$ cat config.mk
export PLATFORM = sky130hd
export DESIGN_NAME = usr_deser
export DESIGN_NICKNAME = d
export VERILOG_FILES = /design/src/rtl/usr_pkg.sv /design/src/rtl/usr_deser_out.sv /design/src/rtl/usr_deser.sv
export SDC_FILE = /design/constraint.sdc
export NUM_CORES = 1
export LEC_CHECK = 0
export ABC_AREA = 0
export CAP_MARGIN = 20
export CORE_MARGIN = 4
export CORE_UTILIZATION = 50
export CTS_BUF_LIST = sky130_fd_sc_hd__clkbuf_8
export DETAILED_ROUTE_END_ITERATION = 16
export PLACE_DENSITY = 0.8
export REMOVE_ABC_BUFFERS = 1
export SYNTH_ARGS = -nofsm -noshare
export SYNTH_HDL_FRONTEND = slang
export SYNTH_SLANG_ARGS = --single-unit
$ cat constraint.sdc
create_clock -name clk -period 1.6 [get_ports clk]
set_clock_uncertainty 0.2 [all_clocks]
set_input_delay 0.32 -clock clk [delete_from_list [all_inputs] [get_ports clk]]
set_output_delay 0.32 -clock clk [all_outputs]
set_load 0.05 [all_outputs]
$ cat src/rtl/usr_pkg.sv
// Shared definitions for the universal shift register and its serial receiver:
// stream direction codes and the receiver FSM encoding.
package usr_pkg;

  localparam logic DIR_MSB_FIRST = 1'b0;
  localparam logic DIR_LSB_FIRST = 1'b1;

  typedef enum logic {
    IDLE  = 1'b0,
    SHIFT = 1'b1
  } deser_state_t;

endpackage

$ cat src/rtl/usr_deser_out.sv
// Output holding register for a stream sink: valid/ready handshake with a
// sticky overrun flag raised when a completed word arrives while dout is still held.
module usr_deser_out #(
  parameter int WIDTH = 4
) (
  input  logic             clk,
  input  logic             rst_n,
  input  logic             clr,
  input  logic             load,
  input  logic [WIDTH-1:0] din,
  input  logic             perr,
  input  logic             dout_rdy,
  output logic [WIDTH-1:0] dout,
  output logic             dout_vld,
  output logic             overrun,
  output logic             par_err
);

  // A new word may load if the slot is empty or being consumed on this edge.
  logic accept;
  assign accept = load && (!dout_vld || dout_rdy);

  always_ff @(posedge clk or negedge rst_n) begin
    if (!rst_n) begin
      dout     <= '0;
      dout_vld <= 1'b0;
      overrun  <= 1'b0;
      par_err  <= 1'b0;
    end else if (clr) begin
      dout_vld <= 1'b0;
      overrun  <= 1'b0;
      par_err  <= 1'b0;
    end else begin
      if (accept) begin
        dout     <= din;
        par_err  <= perr;
        dout_vld <= 1'b1;
      end else if (dout_vld && dout_rdy) begin
        dout_vld <= 1'b0;
      end
      if (load && !accept)
        overrun <= 1'b1;
    end
  end

endmodule

$ cat src/rtl/usr_deser.sv
// Serial-to-parallel receiver for the universal shift register link.
// Define USR_DESER_PARITY_EN to expect a trailing even-parity bit per frame.
module usr_deser
  import usr_pkg::*;
#(
  parameter int WIDTH = 4,
  parameter int CNT_W = 4
) (
  input  logic             clk,
  input  logic             rst,
  input  logic             sin,
  input  logic             sin_vld,
  input  logic             dir,
  input  logic             clr,
  input  logic             dout_rdy,
  output logic [WIDTH-1:0] dout,
  output logic             dout_vld,
  output logic [CNT_W-1:0] bit_cnt,
  output logic             overrun,
  output logic             par_err
);

`ifdef USR_DESER_PARITY_EN
  localparam int LAST = WIDTH;
`else
  localparam int LAST = WIDTH - 1;
`endif

  deser_state_t     state;
  logic [WIDTH-1:0] sreg;
  logic [WIDTH-1:0] sreg_nxt;
  logic             dir_lat;
  logic             eff_dir;
  logic             take;
  logic             frame_end;
  logic [WIDTH-1:0] word;
  logic             perr;

  // The first bit of a word uses the live dir; later bits use the latched copy.
  assign eff_dir   = (state == IDLE) ? dir : dir_lat;
  assign take      = sin_vld && !clr;
  assign frame_end = take && (bit_cnt == CNT_W'(LAST));

  always_comb begin
    sreg_nxt = {sreg[WIDTH-2:0], sin};
    if (eff_dir == DIR_LSB_FIRST)
      sreg_nxt = {sin, sreg[WIDTH-1:1]};
  end

`ifdef USR_DESER_PARITY_EN
  // The final sample is the parity bit; the data word is already complete in sreg.
  assign word = sreg;
  assign perr = (^sreg) ^ sin;
`else
  assign word = sreg_nxt;
  assign perr = 1'b0;
`endif

  always_ff @(posedge clk or negedge rst) begin
    if (!rst) begin
      state   <= IDLE;
      sreg    <= '0;
      bit_cnt <= '0;
      dir_lat <= DIR_MSB_FIRST;
    end else if (clr) begin
      state   <= IDLE;
      sreg    <= '0;
      bit_cnt <= '0;
    end else if (take) begin
      if (frame_end) begin
        state   <= IDLE;
        sreg    <= '0;
        bit_cnt <= '0;
      end else begin
        state   <= SHIFT;
        sreg    <= sreg_nxt;
        bit_cnt <= bit_cnt + CNT_W'(1);
        if (state == IDLE)
          dir_lat <= dir;
      end
    end
  end

  usr_deser_out #(
    .WIDTH(WIDTH)
  ) u_out (
    .clk      (clk),
    .rst_n    (rst),
    .clr      (clr),
    .load     (frame_end),
    .din      (word),
    .perr     (perr),
    .dout_rdy (dout_rdy),
    .dout     (dout),
    .dout_vld (dout_vld),
    .overrun  (overrun),
    .par_err  (par_err)
  );

endmodule

==> qor.csv <==
stage,metric,value,unit
power,Pwr Density,1115,nW/um^2
run,MaxCap Viol Count,0,
yosys,post-synth top area share,51.53,%
final_layout,Inserted Diodes,0,
routing,via count,616,
yosys,Synth Area in Compound Gates,7.568,%
floorplan,die area,2249,um^2
power,Sw Ratio,32.48,%
yosys,sequential share of the synthesized area,51.53,%
worst_setup_path,WP data arrival,1.46,ns
yosys,largest area contributor in the netlist,dfrtp_1,
placed_design,hpwl dp,1315,um
final_layout,Nets,107,
routing,WL final,1864,um
yosys,"count leader, synth",dfrtp_1,
grt,vias in the first global route,662,
clock_network,"Clk Latency, worst-skew pair",0.25,ns
timing,endpoints failing hold,0,
final_layout,storage element area,400.4,um^2
grt,met1 Track Usage GR,26.97,%
worst_setup_path,register-to-register setup slack,0.06,ns
final_layout,area added between synthesis and finish,51.69,%
yosys,gate count of the mapped netlist,72,
grt,initial antenna violation count,0,
clock_network,Max clock buf depth,2,
worst_setup_path,CP Max Fanout,5,
yosys,main combinational cell family by area after synthesis,multiplexers,
grt,first-pass GRT wire length,3084,um
final_layout,fin cells,113,
power,Overall Power,1.314,mW
clock_network,CTS H-tree depth,1,
worst_setup_path,required time worst endpoint,1.52,ns
worst_setup_path,Worst setup endpoint,sreg[3]$_DFFE_PN0P_,
worst_setup_path,CP Capture Type,flop,
yosys,post-synthesis mux area share,15.78,%
worst_setup_path,RR Endpoint,sreg[3]$_DFFE_PN0P_,
grt,gr ovfl total,0,
routing,Antenna Nets Post-Route,0,
timing,"Slew Viols, Final",0,
floorplan,Initial Utilization,56.20,%
final_layout,fraction of layout cells with a size suffix above 1,34.69,%
worst_setup_path,nature of the critical path startpoint,flop,
routing,wire length per cell,16.50,um
power,Leak Pwr,0.5673,nW
final_layout,area of the multi-input gates,339.1,um^2
routing,DR vias/cell,5.451,
grt,largest net degree at the start of global routing,17,
timing,Tcrit/Tclk final,96.45,%
timing,fmax,648.0,MHz
floorplan,Cell Rows,13,
clock_network,total CTS buffers,3,
yosys,"Distinct cells, synth",24,
floorplan,DIE WIDTH,47.42,um
power,P_sw,0.4270,mW
yosys,Adder-Cell Fraction of Synth Area,1.610,%
status,status,"complete, no violations",
timing,Setup-failing EPs final,0,
placed_design,Placed Cells,109,
yosys,"top cells by area, synth","dfrtp_1, mux2i_1, nand2_1",
timing,post-layout minimum cycle time,1.543,ns
yosys,Simple-Gate Fraction of Synth Area,14.17,%
final_layout,filler cell count,60,
floorplan,CORE AREA,1383,um^2
yosys,#FFs+latches synth,16,
power,part of the power in registers,38.5,%
min_path,hold crit path type,in -> async,
grt,M3 GR Usage,4.135,%
yosys,async set-reset flop share out of synthesis,100.0,%
yosys,Yosys Warn Count,0,
power,Logic pwr share,34.0,%
routing,drt first pass iters,4,
worst_setup_path,critical path launch point,state$_DFFE_PN0P_,
worst_setup_path,Worst R2R Start,state$_DFFE_PN0P_,
yosys,Post-synth top cells,"dfrtp_1, mux2i_1, nand2_1",
yosys,post-synthesis xor/xnor area fraction,1.127,%
yosys,syn_area_per_cell,10.79,um^2
grt,Total GRT Usage,20.16,%
yosys,number of synthesized flops with an enable pin,0,
placed_design,gp weighted congestion,0.8364,
grt,grt peak-use layer,met2,
clock_network,Post-CTS Setup Bufs,0,
clock_network,CTS tree,built,
floorplan,DIE HEIGHT,47.42,um
power,internal power,0.8875,mW
routing,Initial DRC Count,21,
grt,GR met2 Demand/Resource,32.62,%
worst_setup_path,R2R depth,3,
floorplan,Ports,18,
routing,drt drc,0,
power,Worst VDD drop,1.118,mV
yosys,Mapped Area,777.0,um^2
clock_network,CTS sink count,16,
clock_network,Worst-path clk slew,0.06,ns
clock_network,CTS Hold Bufs,0,
worst_setup_path,critical path class,reg -> reg,
clock_network,clock root buffer,clkbuf_8,
power,Clock power frac,27.5,%
yosys,"Primary FF master, synth",dfrtp_1,
placed_design,Buffers on Ports,16,
-- cells in the final DEF (no fill, tap or decap) --
master	instances
a21o_2	1
nand2_1	10
nand3_1	2
dlymetal6s2s_1	2
inv_1	7
conb_1	1
o2bb2ai_1	1
and3b_2	1
ha_2	1
nor2_2	1
o2111ai_1	1
buf_4	10
nand2b_1	1
mux2i_4	1
buf_12	10
nand2b_4	1
o21ai_0	4
dfrtp_1	16
nor3_2	1
nand4_1	1
o21bai_1	1
dlygate4sd2_1	1
mux2i_2	3
or4_1	1
mux2i_1	7
a21oi_1	1
clkbuf_8	4
clkdlybuf4s50_1	3
xnor2_1	1
nor2_1	3
-- worst min path at each step --
stage,slack (ns),cells after the start,to
floorplan,-0.18,0,bit_cnt[0]$_DFFE_PN0P_
global placement,0.26,2,sreg[3]$_DFFE_PN0P_
detailed placement,0.28,2,sreg[3]$_DFFE_PN0P_
CTS,0.20,2,u_out.dout[1]$_DFFE_PN0P_
global route,0.22,2,u_out.dout[2]$_DFFE_PN0P_
finish,0.19,2,u_out.dout[2]$_DFFE_PN0P_
-- critical path, cell delays in order (launching register included) --
cell and delay, ns:
dfrtp_1 0.40, mux2i_4 0.36, mux2i_1 0.30, o21ai_0 0.14
-- final cells by class --
cell class	count	share of cell area, %
clock buffer	4	4.671
inverter	7	2.229
multi-input combinational	45	28.77
sequential	16	33.97
tap	15	1.592
timing repair buffer	26	28.77
-- registers in the layout, indices dropped and copies added (netlist names) --
register and cells:
u_out.dout_vld 1, state 1, sreg 4, u_out.overrun 1
bit_cnt 4, dir_lat 1, u_out.dout 4
-- timing repair --
item | in CTS | in global routing
endpoints found under the setup margin | 7 | 5
pin swaps | 2 | 2
resized for setup | 4 | 6
-- power groups by stage --
stage | clock network, mW | logic (mW) | registers, mW
final | 0.362 | 0.447 | 0.506
after floorplan | 0 | 0.0854 | 0.618
after global placement | 0 | 0.426 | 0.509
after global routing | 0.376 | 0.473 | 0.514
after CTS | 0.361 | 0.443 | 0.505
after detailed placement | 0 | 0.439 | 0.511
-- cell families (layout without fill, tap and decap cells) --
family	count (synthesis)	in the layout
fa+ha+maj	1	1
xor+xnor	1	1
simple gates	22	22
buf+inv	11	37
compound gates	9	9
mux	11	11
flops	16	16
other cells	1	1
-- stage by stage --
stage | cell area (um^2) | hold WS (ns) | setup WS, ns | util [%] | TNS, ns
floorplan | 743.2 | -0.1756 | -0.2025 | - | -0.9675
global placement | 1097 | 0.2640 | -0.2592 | 79.37 | -2.073
detailed placement | 1097 | 0.2832 | -0.3548 | 79.37 | -2.858
CTS | 1160 | 0.1960 | 0.01380 | 83.89 | 0
global route | 1179 | 0.2156 | -0.002417 | 85.25 | -0.002417
finish | 1179 | 0.1853 | 0.05687 | 85.25 | 0
-- layer usage --
| layer | part of all wire [%] | vias to the layer above | wire length, um |
|---|---|---|---|
| met5 | 0 | - | 0 |
| met4 | 1.1 | 0 | 20 |
| met3 | 4.2 | 2 | 78 |
| met2 | 46 | 16 | 865 |
| met1 | 48 | 308 | 900 |
| li1 | - | 290 | - |
No activity file was read; power rests on OpenSTA's default activity.
